File: src/rtl/conv_encoder.sv
`default_nettype none
// ============================================================================
// Module   : conv_encoder
// Brief    : Rate-1/2, K=4 convolutional encoder with framed input and 3-bit
//            zero tail so every frame ends with the trellis in state 000.
// Revision : 1.0 - initial release
// ============================================================================
module conv_encoder #(
   parameter logic [3:0] G0 = 4'b1011,
   parameter logic [3:0] G1 = 4'b1101
) (
   input  logic       clk,
   input  logic       rst,
   input  logic       enable,
   input  logic       start,
   input  logic [7:0] frame_len,
   input  logic       in_valid,
   input  logic       in_bit,
   output logic       in_ready,
   output logic       out_valid,
   output logic [1:0] out_sym,
   input  logic       out_ready,
   output logic       busy,
   output logic       frame_done
);

   localparam logic [1:0] S_IDLE = 2'd0;
   localparam logic [1:0] S_DATA = 2'd1;
   localparam logic [1:0] S_TAIL = 2'd2;

   localparam logic [1:0] C_TAIL_LEN = 2'd3;

   logic [1:0] r_state;
   logic [1:0] r_tail_cnt;
   logic [2:0] r_sr;
   logic [7:0] r_count;
   logic       r_out_valid;
   logic [1:0] r_out_sym;
   logic       r_frame_done;

   logic       w_slot;
   logic       w_start_ok;
   logic       w_data_acc;
   logic       w_tail_load;
   logic       w_tail_last;
   logic       w_load;
   logic       w_enc_bit;
   logic [3:0] w_v;
   logic [1:0] w_sym;

   // The output register can take a new symbol when empty or being drained.
   assign w_slot      = !r_out_valid || out_ready;
   assign w_start_ok  = enable && start && (r_state == S_IDLE) && !r_frame_done;
   assign w_data_acc  = enable && (r_state == S_DATA) && w_slot && in_valid;
   assign w_tail_load = enable && (r_state == S_TAIL) && w_slot &&
                        (r_tail_cnt != C_TAIL_LEN);
   assign w_tail_last = enable && (r_state == S_TAIL) &&
                        (r_tail_cnt == C_TAIL_LEN) && r_out_valid && out_ready;
   assign w_load      = w_data_acc || w_tail_load;

   assign w_enc_bit = (r_state == S_DATA) ? in_bit : 1'b0;
   assign w_v       = {w_enc_bit, r_sr[0], r_sr[1], r_sr[2]};
   assign w_sym     = {^(w_v & G1), ^(w_v & G0)};

   always_ff @(posedge clk or negedge rst) begin
      if (!rst) begin
         r_state      <= S_IDLE;
         r_tail_cnt   <= 2'd0;
         r_sr         <= 3'd0;
         r_count      <= 8'd0;
         r_out_valid  <= 1'b0;
         r_out_sym    <= 2'd0;
         r_frame_done <= 1'b0;
      end else if (!enable) begin
         r_state      <= S_IDLE;
         r_tail_cnt   <= 2'd0;
         r_sr         <= 3'd0;
         r_count      <= 8'd0;
         r_out_valid  <= 1'b0;
         r_out_sym    <= 2'd0;
         r_frame_done <= 1'b0;
      end else begin
         r_frame_done <= 1'b0;

         if (w_load) begin
            r_out_valid <= 1'b1;
            r_out_sym   <= w_sym;
            r_sr        <= {r_sr[1:0], w_enc_bit};
         end else if (out_ready) begin
            r_out_valid <= 1'b0;
         end

         case (r_state)
            S_IDLE: begin
               if (w_start_ok) begin
                  r_sr       <= 3'd0;
                  r_tail_cnt <= 2'd0;
                  r_count    <= frame_len;
                  if (frame_len == 8'd0) begin
                     r_state <= S_TAIL;
                  end else begin
                     r_state <= S_DATA;
                  end
               end
            end
            S_DATA: begin
               if (w_data_acc) begin
                  r_count <= r_count - 8'd1;
                  if (r_count == 8'd1) begin
                     r_state <= S_TAIL;
                  end
               end
            end
            S_TAIL: begin
               // Frame ends only once the last tail symbol has left the block.
               if (w_tail_load) begin
                  r_tail_cnt <= r_tail_cnt + 2'd1;
               end else if (w_tail_last) begin
                  r_tail_cnt   <= 2'd0;
                  r_state      <= S_IDLE;
                  r_frame_done <= 1'b1;
               end
            end
            default: begin
               r_state <= S_IDLE;
            end
         endcase
      end
   end

   assign in_ready   = enable && (r_state == S_DATA) && w_slot;
   assign out_valid  = r_out_valid;
   assign out_sym    = r_out_sym;
   assign busy       = (r_state != S_IDLE);
   assign frame_done = r_frame_done;

endmodule
`default_nettype wire

File: config.mk
export PLATFORM = sky130hd
export DESIGN_NAME = conv_encoder
export DESIGN_NICKNAME = d
export VERILOG_FILES = /design/src/rtl/conv_encoder.sv
export SDC_FILE = /design/constraint.sdc
export NUM_CORES = 1
export LEC_CHECK = 0
export ABC_AREA = 1
export CORE_MARGIN = 2
export CORE_UTILIZATION = 52
export DETAILED_ROUTE_END_ITERATION = 10
export GPL_ROUTABILITY_DRIVEN = 1
export PLACE_DENSITY_LB_ADDON = 0.08
export SYNTH_ARGS = -nofsm -noshare
export SYNTH_HDL_FRONTEND = slang
export SYNTH_SLANG_ARGS = --single-unit
export TNS_END_PERCENT = 20
File: constraint.sdc
create_clock -name clk -period 1.6 [get_ports clk]
set_input_delay 0.32 -clock clk [delete_from_list [all_inputs] [get_ports clk]]
set_output_delay 0.32 -clock clk [all_outputs]
set_load 0.005 [all_outputs]
==> results.json <==
{
  "status": "finished clean",
  "worstPathArrival_ns": 1.24,
  "design_area_um2": 1674,
  "nets": 238,
  "routed-via-count": 1283,
  "cts_root_buf": "clkbuf_4",
  "dr.pass1.iters": 5,
  "nFillCells": 184,
  "gr-usage-met3_pct": 4.520,
  "end_kind": "primary output",
  "netlist_instances": 178,
  "maxSlewViolCount": 0,
  "p_per_area_nw_per_um2": 1605,
  "synth-edff-count": 0,
  "drive_above_1_share_pct": 19.63,
  "netlist_area_um2": 1262,
  "synthTopCellsByArea": "dfrtp_1 (38%), nand2_1 (17%), nor2_1 (8.6%), nand3_1 (4.8%), inv_1 (4.5%)",
  "dp_hpwl_um": 2312,
  "holdCritPathClass": "input pin to asynchronous set/reset pin",
  "ir_worst_vdd_mv": 1.144,
  "yosysWarnings": 0,
  "via_per_inst": 5.194,
  "async_flop_share_pct": 100.0,
  "cts_made_buffers": 3,
  "fin_crit_sh_pct": 97.58,
  "fin_crit_ns": 1.561,
  "grtUsageMet2_pct": 45.27,
  "clkSinkCount": 19,
  "clkLatencyLatePin_ns": 0.30,
  "clock_skew_ns": 0.01041,
  "start_util_pct": 55.99,
  "ys_types": 27,
  "ys.flop_type": "dfrtp_1",
  "drt-initial-drc-count": 44,
  "criticalPathCategory": "register to primary output",
  "ant_nets": 0,
  "hold_buffers": 0,
  "ys_seq_area_share_pct": 37.66,
  "io_pins": 21,
  "setup_viol": 0,
  "grt_overflow": 0,
  "drt-total-wl_um": 3158,
  "core_um2": 2255,
  "post_drt_wl_per_cell_um": 12.79,
  "grt_busiest_layer": "met2",
  "cts_tree": "yes",
  "yosysMostFrequentCell": "nand2_1",
  "ys_ff_latch": 19,
  "critPathRequiredTime_ns": 1.28,
  "maxCapViolCount": 0,
  "syn_area_per_cell_um2": 7.092,
  "clk_path_buf_depth": 2,
  "slew-limit-headroom_pct": 82.69,
  "antenna_found_initial": 0,
  "tightest_slew_ns": 0.2597,
  "synth_largest_area_cell": "dfrtp_1",
  "p_leak_nw": 0.8509,
  "grt_use_met1_pct": 28.88,
  "synth_common_cells": "nand2_1 (57), nor2_1 (29), dfrtp_1 (19)",
  "crit_fanout": 2,
  "drc": 0,
  "syn-num-nets": 196,
  "netlist.area_leader.share_pct": 37.66,
  "grtUsageTotal_pct": 25.52,
  "start_kind": "register",
  "gp_congestion": 0.8445,
  "finalSetupTns_ns": 0,
  "fmax_ghz": 0.6405,
  "grt_pass1_wl_um": 5250,
  "htree_levels": 1,
  "placed_cell_area_um2": 1595,
  "die_h_um": 53.27,
  "fp-row-count": 17,
  "dieArea_um2": 2838,
  "first_global_vias": 1291,
  "diodes": 0,
  "grt_max_degree": 20,
  "die_w_um": 53.27,
  "cts.reportedPaths.clkPinSlew_ns": 0.12,
  "rsz0062_at_grt": "yes",
  "numPortBuffers": 20,
  "syn_to_final_growth_pct": 32.61,
  "hold_viol_final": 0,
  "regToRegSetupSlack_ns": 0.13
}
-- sequential cells by signal, indices dropped and copies added, names as in the netlist --
signal / flops
out_sym: 2
r_sr: 3
r_state: 2
r_count: 8
frame_done: 1
out_valid: 1
r_tail_cnt: 2
-- layout make-up --
type / instances / area [um2] / area share, %
flip-flops and latches: 19 / 475.5 / 28.40
clock buffers: 3 / 22.52 / 1.345
well taps: 28 / 35.03 / 2.093
clock inverters: 1 / 5.005 / 0.2990
repair buffers: 39 / 349.1 / 20.85
multi-input cells: 137 / 709.4 / 42.38
inverters: 20 / 77.57 / 4.634
-- worst max-delay path: stages (launching register included) --
cell and delay (ns):
dfrtp_1 0.40, buf_6 0.12, inv_4 0.03, nor2_4 0.10
nand2_1 0.05, nor2_1 0.11, buf_2 0.12
-- power breakdown --
part | internal [W] | switching (W) | total (W)
combinational | 0.000743 | 0.000921 | 0.00166
sequential | 0.000629 | 0.000142 | 0.000771
clock | 0.0000932 | 0.000160 | 0.000253
total | 0.00146 | 0.00122 | 0.00269
-- per-stage QoR --
stage,setup WS [ns],utilization (%),power (W),std cells,hold slack (ns)
after floorplan,0.3298,-,0.001735,178,0.02441
after global placement,-0.2807,70.75,0.002198,239,0.4586
after detailed placement,-0.3002,70.75,0.002264,239,0.4644
after CTS,0.01052,72.92,0.002573,245,0.3346
after global routing,-0.03567,74.25,0.002935,247,0.3651
final,0.03868,74.25,0.002687,247,0.3307
-- what timing repair did --
item	CTS	global route
pin swaps	0	3
endpoints found under the setup margin	2	3
resized for setup	8	7
buffers inserted	2	2
-- layer usage --
layer | up-vias | wire length, um
li1 | 645 | -
met1 | 592 | 1431
met2 | 36 | 1557
met3 | 10 | 107
met4 | 0 | 61
met5 | - | 0
-- final timing paths --
| path | start | to | cells past startpoint |
|---|---|---|---|
| min in group clk | out_sym[1] | out_sym[1] | 2 |
| hold reg to reg | out_sym[1] | out_sym[1] | 2 |
| hold / removal | rst | r_state[1] | 2 |
| setup reg to reg | r_state[0] | r_sr[1] | 10 |
| max in group asynchronous | rst | r_sr[1] | 2 |
| setup / recovery | r_state[0] | in_ready | 6 |
-- layout by cell type (no fill, tap or decap) --
| cell type | netlist | final |
|---|---|---|
| nand2_1 | 57 | 57 |
| nor2_1 | 29 | 28 |
| dfrtp_1 | 19 | 19 |
| clkdlybuf4s50_1 | 0 | 18 |
| buf_4 | 2 | 16 |
| inv_1 | 15 | 13 |
| nand3_1 | 12 | 12 |
| o21ai_0 | 7 | 7 |
| o21ai_1 | 7 | 7 |
| inv_2 | 5 | 6 |
| nor2_4 | 1 | 3 |
| xnor2_1 | 3 | 3 |
| ha_1 | 3 | 3 |
| clkbuf_4 | 0 | 3 |
| buf_6 | 0 | 3 |
| nand2_4 | 2 | 2 |
| nand3_2 | 2 | 2 |
| xor2_1 | 2 | 2 |
| inv_4 | 0 | 1 |
| nor3_1 | 1 | 1 |
| o21ai_4 | 1 | 1 |
| nand3b_1 | 1 | 1 |
| nand4_4 | 1 | 1 |
| o211ai_1 | 1 | 1 |
| a21oi_2 | 1 | 1 |
| o21ai_2 | 1 | 1 |
| a21oi_1 | 1 | 1 |
| or2_2 | 1 | 1 |
| mux2i_1 | 1 | 1 |
| or2_0 | 1 | 1 |
| clkinv_2 | 0 | 1 |
| clkdlybuf4s15_1 | 0 | 1 |
| buf_2 | 0 | 1 |
-- kinds of logic (layout without fill, tap and decap cells) --
family | after synthesis | in the layout | share of synthesized area, %
AND/OR/NAND/NOR | 109 | 109 | 38.75
adder cells (fa/ha/maj) | 3 | 3 | 2.974
multiplexers | 1 | 1 | 0.7929
XOR/XNOR | 5 | 5 | 3.469
AO/OA/AOI/OAI | 19 | 19 | 9.217
flip-flops | 19 | 19 | 37.66
buffers and inverters | 22 | 63 | 7.135
Power figures use the tool's default switching activity.
